`src/rtl/dag_pkg.sv`:
```
// Shared types for the DAG access controller: sequencer states, requester ids,
// and the DAG register-index width.
package dag_pkg;
    localparam int IDX_W = 3;

    typedef enum logic [1:0] {
        IDLE = 2'd0,
        RUN  = 2'd1,
        DONE = 2'd2
    } bs_state_e;

    typedef enum logic {
        REQ_CORE = 1'b0,
        REQ_BS   = 1'b1
    } req_e;
endpackage

```
`src/rtl/rr_arb2.sv`:
```
// Two-way round-robin arbiter (bit 0 = core, bit 1 = block sequencer) with a
// hold input that blocks all grants; the pointer names the requester that wins a tie.
module rr_arb2
    import dag_pkg::*;
(
    input  logic       clk,
    input  logic       rst,
    input  logic [1:0] i_req,
    input  logic       i_hold,
    output logic [1:0] o_gnt,
    output req_e       o_ptr
);
    req_e r_ptr;

    always_comb begin
        o_gnt = 2'b00;
        if (!i_hold) begin
            case (i_req)
                2'b01:   o_gnt = 2'b01;
                2'b10:   o_gnt = 2'b10;
                2'b11:   o_gnt = (r_ptr == REQ_CORE) ? 2'b01 : 2'b10;
                default: o_gnt = 2'b00;
            endcase
        end
    end

    // The winner hands priority to the other requester; no grant leaves it untouched.
    always_ff @(posedge clk or posedge rst) begin
        if (rst) begin
            r_ptr <= REQ_CORE;
        end else if (o_gnt[0]) begin
            r_ptr <= REQ_BS;
        end else if (o_gnt[1]) begin
            r_ptr <= REQ_CORE;
        end
    end

    assign o_ptr = r_ptr;
endmodule

```
`src/rtl/dag_ctl.sv`:
```
// DAG access controller: merges single core accesses with a block sequencer
// that issues a counted burst of post-modify accesses, one access per cycle max.
module dag_ctl
    import dag_pkg::*;
#(
    parameter int CNT_W = 8
) (
    input  logic             clk,
    input  logic             rst,
    input  logic             core_req,
    input  logic             core_dgsclt,
    input  logic             core_mdfy,
    input  logic [IDX_W-1:0] core_iadd,
    input  logic [IDX_W-1:0] core_madd,
    output logic             core_gnt,
    input  logic             bs_start,
    input  logic             bs_dgsclt,
    input  logic [IDX_W-1:0] bs_iadd,
    input  logic [IDX_W-1:0] bs_madd,
    input  logic [CNT_W-1:0] bs_cnt,
    output logic             bs_busy,
    output logic             bs_done,
    input  logic             dg_hold,
    output logic             ps_dg_en,
    output logic             ps_dg_dgsclt,
    output logic             ps_dg_mdfy,
    output logic [IDX_W-1:0] ps_dg_iadd,
    output logic [IDX_W-1:0] ps_dg_madd
);
    bs_state_e        r_state;
    bs_state_e        w_state_nxt;
    logic [CNT_W-1:0] r_cnt;
    logic             r_bs_dgsclt;
    logic [IDX_W-1:0] r_bs_iadd;
    logic [IDX_W-1:0] r_bs_madd;
    logic [1:0]       w_req;
    logic [1:0]       w_gnt;
    req_e             w_ptr;

    // The sequencer only requests once in RUN, so a start never competes on its own edge.
    assign w_req = {r_state == RUN, core_req};

    rr_arb2 u_arb (
        .clk    (clk),
        .rst    (rst),
        .i_req  (w_req),
        .i_hold (dg_hold),
        .o_gnt  (w_gnt),
        .o_ptr  (w_ptr)
    );

    always_comb begin
        w_state_nxt = r_state;
        case (r_state)
            IDLE: begin
                if (bs_start) begin
                    w_state_nxt = (bs_cnt != '0) ? RUN : DONE;
                end
            end
            RUN: begin
                if (w_gnt[1] && (r_cnt == CNT_W'(1))) begin
                    w_state_nxt = DONE;
                end
            end
            DONE:    w_state_nxt = IDLE;
            default: w_state_nxt = IDLE;
        endcase
    end

    always_ff @(posedge clk or posedge rst) begin
        if (rst) begin
            r_state     <= IDLE;
            r_cnt       <= '0;
            r_bs_dgsclt <= 1'b0;
            r_bs_iadd   <= '0;
            r_bs_madd   <= '0;
        end else begin
            r_state <= w_state_nxt;
            if ((r_state == IDLE) && bs_start) begin
                r_cnt       <= bs_cnt;
                r_bs_dgsclt <= bs_dgsclt;
                r_bs_iadd   <= bs_iadd;
                r_bs_madd   <= bs_madd;
            end else if (w_gnt[1]) begin
                r_cnt <= r_cnt - CNT_W'(1);
            end
        end
    end

    // Output register: the access arbitrated at this edge is presented next cycle.
    always_ff @(posedge clk or posedge rst) begin
        if (rst) begin
            ps_dg_en     <= 1'b0;
            ps_dg_dgsclt <= 1'b0;
            ps_dg_mdfy   <= 1'b0;
            ps_dg_iadd   <= '0;
            ps_dg_madd   <= '0;
            core_gnt     <= 1'b0;
            bs_done      <= 1'b0;
        end else begin
            core_gnt <= w_gnt[0];
            bs_done  <= (r_state == DONE);
            if (w_gnt[0]) begin
                ps_dg_en     <= 1'b1;
                ps_dg_dgsclt <= core_dgsclt;
                ps_dg_mdfy   <= core_mdfy;
                ps_dg_iadd   <= core_iadd;
                ps_dg_madd   <= core_madd;
            end else if (w_gnt[1]) begin
                ps_dg_en     <= 1'b1;
                ps_dg_dgsclt <= r_bs_dgsclt;
                ps_dg_mdfy   <= 1'b0;
                ps_dg_iadd   <= r_bs_iadd;
                ps_dg_madd   <= r_bs_madd;
            end else begin
                ps_dg_en     <= 1'b0;
                ps_dg_dgsclt <= 1'b0;
                ps_dg_mdfy   <= 1'b0;
                ps_dg_iadd   <= '0;
                ps_dg_madd   <= '0;
            end
        end
    end

    assign bs_busy = (r_state != IDLE);
endmodule
```
`config.mk`:
```
export PLATFORM = sky130hd
export DESIGN_NAME = dag_ctl
export DESIGN_NICKNAME = d
export VERILOG_FILES = /design/src/rtl/dag_pkg.sv /design/src/rtl/rr_arb2.sv /design/src/rtl/dag_ctl.sv
export SDC_FILE = /design/constraint.sdc
export NUM_CORES = 1
export LEC_CHECK = 0
export ABC_CLOCK_PERIOD_IN_PS = 6700
export BUFFER_PORTS_ARGS = -buffer_cell sky130_fd_sc_hd__clkbuf_2
export CORE_MARGIN = 10
export CORE_UTILIZATION = 53
export DETAILED_ROUTE_END_ITERATION = 10
export PLACE_DENSITY = 0.82
export SKIP_CTS_REPAIR_TIMING = 1
export SLEW_MARGIN = 10
export SYNTH_ARGS = -nofsm -noshare
export SYNTH_HDL_FRONTEND = slang
export SYNTH_HIERARCHICAL = 1
export SYNTH_SLANG_ARGS = --single-unit
```
`constraint.sdc`:
```
create_clock -name clk -period 6.7 [get_ports clk]
set_input_delay 1.34 -clock clk [delete_from_list [all_inputs] [get_ports clk]]
set_output_delay 1.34 -clock clk [all_outputs]
set_load 0.05 [all_outputs]
```
==> results of run 1 <==
## kinds of logic after synthesis
logic type      synth area share
compound gates             0.116
buf+inv                   0.0353
mux                      0.00764
fa+ha+maj                 0.0191
flops                      0.554
xor+xnor                  0.0267
simple gates               0.242
## worst max-delay path, delay by kind of cell
family,cells,cell delay (ps)
buffers and inverters,1,90
AND/OR/NAND/NOR,3,1240
AO/OA/AOI/OAI,2,630
## path summary, 6_finish.rpt
| check | startpoint | endpoint | slack (ps) | depth (start not counted) |
|---|---|---|---|---|
| hold reg to reg | r_bs_iadd[1] | r_bs_iadd[1] | 490 | 2 |
| hold / removal | r_bs_iadd[1] | r_bs_iadd[1] | 490 | 2 |
| setup / recovery | dg_hold | r_state[0] | 3620 | 6 |
| max in group asynchronous | rst | ps_dg_mdfy | 4840 | 2 |
| min in group asynchronous | rst | u_arb/o_ptr | 830 | 2 |
| setup reg to reg | r_state[0] | r_state[0] | 3930 | 7 |
## synth_stat cells, drive strengths merged (2+ instances only)
| master | number |
|---|---|
| a21oi | 3 |
| a22o | 5 |
| a31oi | 2 |
| buf | 2 |
| clkbuf | 3 |
| dfrtp | 29 |
| ha | 2 |
| inv | 6 |
| nand2 | 33 |
| nand2b | 3 |
| nor2 | 4 |
| nor2b | 3 |
| nor4 | 2 |
| o21ai | 9 |
| or2 | 3 |
| or4 | 2 |
| or4b | 3 |
| xnor2 | 3 |
## power breakdown
group / internal [mW] / switching (mW) / total, mW
Combinational: 0.0789 / 0.138 / 0.217
Clock: 0.0891 / 0.0594 / 0.148
Sequential: 0.235 / 0.0451 / 0.280
## registers in the layout, summed over array words and instances (netlist names), 2 cells and up
signal and flops:
r_cnt 8, ps_dg_madd 3, r_bs_iadd 3, r_state 2, r_bs_madd 3, ps_dg_iadd 3
## metrics by stage
stage	hold slack, ps	instance area (sq um)
2_1_floorplan	445	1310
3_3_place_gp	465	1520
3_5_place_dp	464	1520
4_1_cts	487	1610
5_1_grt	524	1610
6_report	489	1610
## routing by layer
layer  wire length, um  vias to the layer above
met5                 0                        -
met4                78                        0
met3               188                        6
met2              1570                       32
met1              1250                      523
li1                  -                      525
## cell usage in the layout (no fill, tap or decap), drive strengths merged, types with 3 or more instances in the layout
cell type / n
inv: 6
or4b: 3
nand2b: 3
o21ai: 9
clkbuf: 46
nor2: 4
or2: 3
xnor2: 3
nand2: 33
a22o: 5
nor2b: 3
dfrtp: 29
a21oi: 3
## layout make-up
| type | count | area [sq um] |
|---|---|---|
| Sequential cell | 29 | 726 |
| Fill cell | 177 | 669 |
| Inverter | 6 | 22.5 |
| Clock buffer | 7 | 55.1 |
| Clock inverter | 1 | 30.0 |
| Timing Repair Buffer | 39 | 195 |
| Tap cell | 28 | 35.0 |
| Multi-Input combinational cell | 91 | 543 |
==> impl_metrics.json, run 1 <==
{
  "run_status": "finished, final reports clean",
  "type_of_the_worst_setup_path": "input pin to flip-flop",
  "antenna-diode-count": 0,
  "clock_latency_ps": 320,
  "synth_top_cell_by_area": "sky130_fd_sc_hd__dfrtp_1",
  "report.final.slew_viol_count": 0,
  "largest_net_degree_at_the_start_of_global_routing": 29,
  "max-slew-margin-rel": 0.322,
  "synth.distinct_cells": 34,
  "gpl.final_weighted_congestion": 0.815,
  "clockBufferDepth": 2,
  "syn_to_final_growth_pct": 22.6,
  "ys_seq_area_frac": 0.554,
  "synth_warnings": 6,
  "ir_worst_vdd_mv": 0.278,
  "placement.io_buffers": 39,
  "maxClockFrequency_mhz": 324,
  "slowest_stage": "sky130_fd_sc_hd__or4b_1",
  "dp.final_hpwl_mm": 2.28,
  "top_level_ports": 40,
  "routed_wire_length_mm": 3.09,
  "grt_pass1_vias": 1109,
  "vias": 1086,
  "synth-main-ff-cell": "sky130_fd_sc_hd__dfrtp_1",
  "htreeDepth": 2,
  "cts_num_sinks": 29,
  "final.setup_skew_ps": 6.82,
  "leakagePower_nw": 0.806,
  "synth-edff-count": 0,
  "drc": 0,
  "cpPeakStageDelay_ps": 600,
  "worst_min_path_class": "flip-flop to flip-flop",
  "period_share": 0.460,
  "worst_ep_arrival_time_ps": 3300,
  "cp_data_required_time_ps": 6920,
  "worst-path-max-fanout": 11,
  "worstSetupEndpointType": "flip-flop",
  "core-area_sq_um": 2280,
  "met2_usage": 0.213,
  "synth.avg_cell_area_sq_um": 10.0,
  "crit_chain": "clkbuf_2, nor2b_2, a21boi_2, or4b_1, or4_1, a21o_1",
  "wl_per_cell_um": 15.4,
  "dr.first_iter.drc_count": 41,
  "finish.utilization": 0.706,
  "gr-usage-met3": 0.0599,
  "cts_tree": "done",
  "detailedRoute.firstPassIterationCount": 4,
  "ys_ff_latch": 29,
  "start_util": 0.576,
  "tritoncts.num_buffers": 5,
  "clock-root-buffer": "sky130_fd_sc_hd__clkbuf_4",
  "synth_nets": 161,
  "post_synth_instance_area_sq_um": 1310,
  "post_route_cells_drive_above_1_share": 0.312,
  "power_mw": 0.645,
  "layoutNonFillerInstCount": 201,
  "syn_inst": 131,
  "num_rows": 17,
  "globalRouteTotalUtil": 0.131,
  "die_height_um": 69.7,
  "ant_nets": 0,
  "die_area_sq_um": 4860,
  "layout_setup_ws_ps": 3620,
  "number_of_nets_in_the_layout": 202,
  "critPathLaunchType": "input pin",
  "finalHoldViolations": 0,
  "number_of_cells_after_detailed_placement": 193,
  "timing.setup.tns_ps": 0,
  "cap_viol_max_count": 0,
  "async_set_reset_flop_share_out_of_synthesis": 1.00,
  "setup_viol": 0,
  "rsz0062_at_grt": "false",
  "cellPowerDensity_nw_per_um2": 401,
  "antenna_found_initial": 0,
  "tightestPinTransition_ps": 1020,
  "clk_pin_slew_worst_paths_ps": 90,
  "finalCriticalPeriod_ps": 3080,
  "mean_number_of_vias_per_cell": 5.40,
  "synth_top_cells_by_area": "sky130_fd_sc_hd__dfrtp_1 55%, sky130_fd_sc_hd__nand2_1 9.5%, sky130_fd_sc_hd__o21ai_0 3.4%, sky130_fd_sc_hd__a22o_1 3.3%, sky130_fd_sc_hd__or4b_1 2.3%",
  "die_w_um": 69.7,
  "groute.layer.met1.usage": 0.142,
  "gr-total-overflow": 0,
  "place_ws_ps": 3310,
  "grt_pass1_wl_mm": 5.13,
  "post-synth-top-area-fraction": 0.554,
  "grt_most_used_layer": "met2"
}
No activity file was read; power rests on OpenSTA's default activity.
==> inputs of run 2 (changes only) <==
Settings changed: ABC_CLOCK_PERIOD_IN_PS 6700 to 3040, CORE_UTILIZATION 53 to 50, PLACE_DENSITY 0.82 to 0.78.
Clock period 6.7 ns to 3.04 ns, I/O delays scaled along.
==> run 2 against run 1 <==
Compared with the run above:
- cell area fell by 0.78%
- critical path type is now flip-flop to flip-flop
- largest power group unchanged
- worst hold slack got worse by 390 ps
- critical endpoint is now r_cnt[7]
- die area rose by 4.3%
==> impl_metrics.json, run 2 (synthesis results as in run 1) <==
{
  "dr.first_iter.drc_count": 43,
  "clockBufferDepth": 2,
  "ir_worst_vdd_mv": 0.521,
  "period_share": 0.800,
  "crit_chain": "inv_1, nor2_1, nor2b_2, a21boi_2, or4b_1, or4b_1, a31oi_1",
  "worst-path-max-fanout": 8,
  "cap_viol_max_count": 0,
  "routed_wire_length_mm": 2.99,
  "slowest_stage": "sky130_fd_sc_hd__or4b_1",
  "max_flop_register": "r_cnt",
  "number_of_nets_in_the_layout": 204,
  "cellPowerDensity_nw_per_um2": 835,
  "power.share.clock": 0.178,
  "gpl.final_weighted_congestion": 0.864,
  "gr-total-overflow": 0,
  "core-area_sq_um": 2500,
  "power_mw": 1.33,
  "timing.rr.start": "r_state[0]",
  "r2r_cells": 7,
  "grt_pass1_wl_mm": 4.91,
  "final_common_cell": "sky130_fd_sc_hd__clkbuf_2",
  "layout_setup_ws_ps": 607,
  "antenna-diode-count": 0,
  "start_util": 0.524,
  "rsz0062_at_grt": "false",
  "antenna_found_initial": 0,
  "max_ffs_per_register": 8,
  "num_rows": 18,
  "mean_number_of_vias_per_cell": 5.30,
  "layout.filler_cells": 213,
  "internal_power_mw": 0.805,
  "power.combinational.fraction": 0.361,
  "dp.final_hpwl_mm": 2.31,
  "vias": 1081,
  "seqPwrFrac": 0.461,
  "grt_pass1_vias": 1105,
  "finish.utilization": 0.638,
  "top_level_ports": 40,
  "cts_num_sinks": 29,
  "path_common_cell": "sky130_fd_sc_hd__or4b_1",
  "type_of_the_worst_setup_path": "flip-flop to flip-flop",
  "clock_latency_ps": 320,
  "maxClockFrequency_mhz": 411,
  "finalHoldWorstSlack_ps": 101,
  "die_height_um": 71.2,
  "placement.io_buffers": 39,
  "worstSetupEndpointType": "flip-flop",
  "final.setup_skew_ps": 1.58,
  "finalCriticalPeriod_ps": 2430,
  "wl_per_cell_um": 14.6,
  "worst-path-buf-inv": 1,
  "max-slew-margin-rel": 0.321,
  "die_area_sq_um": 5070,
  "critPathLaunchType": "flip-flop",
  "largest_net_degree_at_the_start_of_global_routing": 29,
  "cp_data_required_time_ps": 3280,
  "report.final.slew_viol_count": 0,
  "p_sw_frac": 0.395,
  "timing.critical_path.depth": 7,
  "detailedRoute.firstPassIterationCount": 4,
  "tritoncts.num_buffers": 5,
  "worst_ep_arrival_time_ps": 2670,
  "cts_tree": "done",
  "clock-root-buffer": "sky130_fd_sc_hd__clkbuf_4",
  "worst_min_path_class": "input pin to async pin",
  "leakagePower_nw": 0.803,
  "timing.setup.tns_ps": 0,
  "tightestPinTransition_ps": 1020,
  "critical_path.startpoint": "r_state[0]",
  "mostFrequentLayoutCells": "39 x sky130_fd_sc_hd__clkbuf_2, 33 x sky130_fd_sc_hd__nand2_1, 29 x sky130_fd_sc_hd__dfrtp_1",
  "drc": 0,
  "post_route_cells_drive_above_1_share": 0.316,
  "ant_nets": 0,
  "die_w_um": 71.2,
  "clk_pin_slew_worst_paths_ps": 90,
  "finalHoldViolations": 0,
  "run_status": "finished, final reports clean",
  "syn_to_final_growth_pct": 21.7,
  "cpPeakStageDelay_ps": 580,
  "setup_viol": 0,
  "p_switching_mw": 0.526,
  "place_ws_ps": 670,
  "globalRouteTotalUtil": 0.117,
  "htreeDepth": 2,
  "critPathTopFamily": "simple AND/OR/NAND/NOR gates"
}
[run 2: power groups by stage]
stage	combinational (mW)	clock, mW	sequential (mW)
after floorplan	0.275	0	0.690
after global placement	0.465	0	0.613
after detailed placement	0.481	0	0.620
after CTS	0.486	0.240	0.612
after global routing	0.536	0.259	0.631
final	0.481	0.237	0.614
[run 2: layout make-up]
type / instances / area [sq um] / area share
flip-flops and latches: 29 / 726 / 0.455
multi-input cells: 91 / 543 / 0.341
repair buffers: 41 / 210 / 0.132
clock buffers: 7 / 55.1 / 0.0345
well taps: 30 / 37.5 / 0.0235
inverters: 6 / 22.5 / 0.0141
[run 2: metrics by stage]
| stage | cell area, sq um | cells |
|---|---|---|
| 2_1_floorplan | 1310 | 131 |
| 3_3_place_gp | 1540 | 197 |
| 3_5_place_dp | 1540 | 197 |
| 4_1_cts | 1590 | 204 |
| 5_1_grt | 1590 | 204 |
| 6_report | 1590 | 204 |
[run 2: routing by layer]
| metal | vias to the layer above | wire length (um) | global-route usage |
|---|---|---|---|
| met5 | - | 0 | 0 |
| met4 | 0 | 36 | 0.0387 |
| met3 | 7 | 233 | 0.0446 |
| met2 | 31 | 1550 | 0.206 |
| met1 | 509 | 1170 | 0.124 |
| li1 | 534 | - | - |
[run 2: final timing paths]
path | to | slack (ps)
min in group clk | r_bs_madd[2] | 470
worst max register to register | r_cnt[7] | 610
worst min register to register | r_bs_madd[0] | 490
worst max-delay path | r_cnt[7] | 610
max in group asynchronous | r_cnt[0] | 1910
worst min-delay path | u_arb/o_ptr | 100
==> inputs of run 3 (changes only) <==
Settings changed: ABC_AREA from default to 1, ABC_CLOCK_PERIOD_IN_PS 3040 to 2500, CORE_UTILIZATION 50 to 51.
Clock period 3.04 ns to 2.5 ns, I/O delays scaled along.
==> run 3 against run 2 <==
Compared with the run above:
- sequential power is 24% higher
- utilization decreased by 1.1 points
- clock skew rose by 3.5 ps
- clock power rose by 35%
- synthesized cell count is 39% higher
- cell area up 6.6%
- register-to-register slack gained 60 ps
- highest routed layer unchanged
==> impl_metrics.json, run 3 <==
{
  "run_status": "finished, final reports clean",
  "vias": 1251,
  "power.share.clock": 0.165,
  "post_synth_instance_area_sq_um": 1410,
  "maxClockFrequency_mhz": 545,
  "post_route_cells_drive_above_1_share": 0.233,
  "final.setup_skew_ps": 5.08,
  "p_sw_frac": 0.448,
  "leakagePower_nw": 1.00,
  "top_level_ports": 40,
  "syn_inst": 182,
  "holdCritStartpoint": "core_mdfy",
  "number_of_nets_in_the_layout": 256,
  "globalRouteTotalUtil": 0.122,
  "cellPowerDensity_nw_per_um2": 1140,
  "grt_pass1_wl_mm": 5.21,
  "max_flop_register": "r_cnt",
  "ys_seq_area_frac": 0.515,
  "clk_pin_slew_worst_paths_ps": 90,
  "seqPwrFrac": 0.394,
  "post-synth-top-area-fraction": 0.515,
  "num_rows": 19,
  "final_cell_area_sq_um": 1700,
  "synth_top_cell_by_area": "sky130_fd_sc_hd__dfrtp_1",
  "worst_ep_arrival_time_ps": 2040,
  "routed_wire_length_mm": 2.99,
  "synth-compound-area-share": 0.0657,
  "worst-path-max-fanout": 9,
  "critPathTopFamily": "simple AND/OR/NAND/NOR gates",
  "synth-edff-count": 0,
  "max_ffs_per_register": 8,
  "dpl-instance-area_sq_um": 1620,
  "tightestPinTransition_ps": 401,
  "crit_chain": "inv_1, nor2_1, nand2_1, a21oi_2, inv_1, nand2_1, inv_1, nand2_1, o211ai_1",
  "max-slew-margin-rel": 0.733,
  "gr-total-overflow": 0,
  "largest_net_degree_at_the_start_of_global_routing": 29,
  "timing.rr.start": "r_state[0]",
  "worstSetupEndpointType": "flip-flop",
  "clockBufferDepth": 2,
  "critPathLaunchType": "flip-flop",
  "mean_number_of_vias_per_cell": 4.85,
  "detailedRoute.firstPassIterationCount": 4,
  "power_mw": 1.93,
  "clock-root-buffer": "sky130_fd_sc_hd__clkbuf_4",
  "htreeDepth": 2,
  "timing.setup.tns_ps": 0,
  "rsz0062_at_grt": "false",
  "hold-path-cell-count": 3,
  "synth_nets": 212,
  "worst_min_path_class": "input pin to flip-flop",
  "ir_worst_vdd_mv": 0.714,
  "synth_top_cells_by_count": "72 x sky130_fd_sc_hd__nand2_1, 29 x sky130_fd_sc_hd__dfrtp_1, 28 x sky130_fd_sc_hd__inv_1",
  "antenna_found_initial": 0,
  "synth.avg_cell_area_sq_um": 7.74,
  "p_switching_mw": 0.865,
  "layout.filler_cells": 249,
  "syn_to_final_growth_pct": 20.6,
  "rr_endpoint": "r_cnt[1]",
  "power.combinational.fraction": 0.441,
  "cpPeakStageDelay_ps": 410,
  "cts_num_sinks": 29,
  "post-synth-top-count-cell": "sky130_fd_sc_hd__nand2_1",
  "cp_data_required_time_ps": 2710,
  "setup_viol": 0,
  "grt_pass1_vias": 1258,
  "ant_nets": 0,
  "type_of_the_worst_setup_path": "flip-flop to flip-flop",
  "die_area_sq_um": 5260,
  "report.final.slew_viol_count": 0,
  "slowest_stage": "sky130_fd_sc_hd__dfrtp_1",
  "synth_warnings": 6,
  "post_synthesis_mux_area_share": 0,
  "ys_ff_latch": 29,
  "finalHoldViolations": 0,
  "xor_xnor_fraction_of_synth_area": 0.0124,
  "synth_top_cells_by_area": "sky130_fd_sc_hd__dfrtp_1 52%, sky130_fd_sc_hd__nand2_1 19%, sky130_fd_sc_hd__inv_1 7.5%, sky130_fd_sc_hd__nand3_1 4.6%, sky130_fd_sc_hd__nor2_1 3.5%",
  "die_w_um": 72.6,
  "placement.io_buffers": 39,
  "reg2reg_slack_ps": 660,
  "die_height_um": 72.6,
  "clock_latency_ps": 330,
  "finish.utilization": 0.627,
  "core-area_sq_um": 2710,
  "tritoncts.num_buffers": 5,
  "finalCriticalPeriod_ps": 1840,
  "internal_power_mw": 1.07,
  "cts_tree": "done",
  "dp.final_hpwl_mm": 2.35,
  "final_common_cell": "sky130_fd_sc_hd__nand2_1",
  "synth-main-ff-cell": "sky130_fd_sc_hd__dfrtp_1",
  "worst-path-buf-inv": 3,
  "min_delay_worst_endpoint": "ps_dg_mdfy",
  "cap_viol_max_count": 0,
  "yosys.area_share.simple": 0.290,
  "adder_cell_share_of_the_synthesized_area": 0.0178,
  "async_set_reset_flop_share_out_of_synthesis": 1.00,
  "start_util": 0.520,
  "dr.first_iter.drc_count": 84,
  "mostFrequentLayoutCells": "72 x sky130_fd_sc_hd__nand2_1, 39 x sky130_fd_sc_hd__clkbuf_2, 29 x sky130_fd_sc_hd__dfrtp_1",
  "r2r_cells": 9,
  "wl_per_cell_um": 11.6,
  "synth.distinct_cells": 23,
  "main_combinational_cell_family_by_area_after_synthesis": "simple AND/OR/NAND/NOR gates",
  "period_share": 0.734,
  "gpl.final_weighted_congestion": 0.865,
  "drc": 0,
  "antenna-diode-count": 0
}
run 3: through the flow:
stage	instances	hold slack, ps	setup WS [ps]
floorplan	182	229	1060
global placement	249	329	785
detailed placement	249	338	727
CTS	257	-22.0	679
global route	258	355	439
finish	258	360	665
run 3: worst max-delay path by stage:
stage | start | endpoint | slack, ps | cells after the start
finish | r_state[0] | r_cnt[1] | 660 | 9
global route | r_state[0] | r_cnt[0] | 440 | 9
CTS | r_state[0] | r_cnt[0] | 680 | 9
detailed placement | r_state[0] | r_cnt[0] | 730 | 9
global placement | r_state[0] | r_cnt[0] | 790 | 9
floorplan | r_state[0] | r_cnt[0] | 1060 | 10
run 3: per-layer routing:
metal	share of wire	track usage	vias to the layer above
met1	0.44	0.137	567
met2	0.46	0.194	35
li1	-	-	645
met5	0	0	-
met3	0.096	0.0654	4
met4	0.0070	0.0380	0
run 3: tightest hold or removal path: stages:
cell                       delay, ps
sky130_fd_sc_hd__clkbuf_2         80
sky130_fd_sc_hd__nand2_1          40
sky130_fd_sc_hd__inv_1            40
run 3: final cells by class:
type / instances / area [sq um] / area share
clock buffers: 7 / 65.1 / 0.0383
clock inverters: 1 / 5.00 / 0.00295
inverters: 29 / 109 / 0.0641
multi-input cells: 120 / 543 / 0.320
flip-flops and latches: 29 / 726 / 0.427
well taps: 31 / 38.8 / 0.0228
repair buffers: 41 / 213 / 0.125
run 3: power groups by stage:
stage | logic, mW | registers [mW] | clock network, mW
after floorplan | 0.547 | 0.894 | 0
after global placement | 0.838 | 0.768 | 0
after detailed placement | 0.853 | 0.769 | 0
after CTS | 0.859 | 0.761 | 0.329
after global routing | 0.968 | 0.784 | 0.353
final | 0.851 | 0.762 | 0.320
run 3: logic make-up (layout without fill, tap and decap cells):
kind of cell               Yosys count  after routing
AOI/OAI and AO/OA                   14             14
xor gates and xnor gates             2              2
and+or+nand+nor                    102            102
DFF                                 29             29
adders and majority gates            2              2
buffers and inverters               33             78
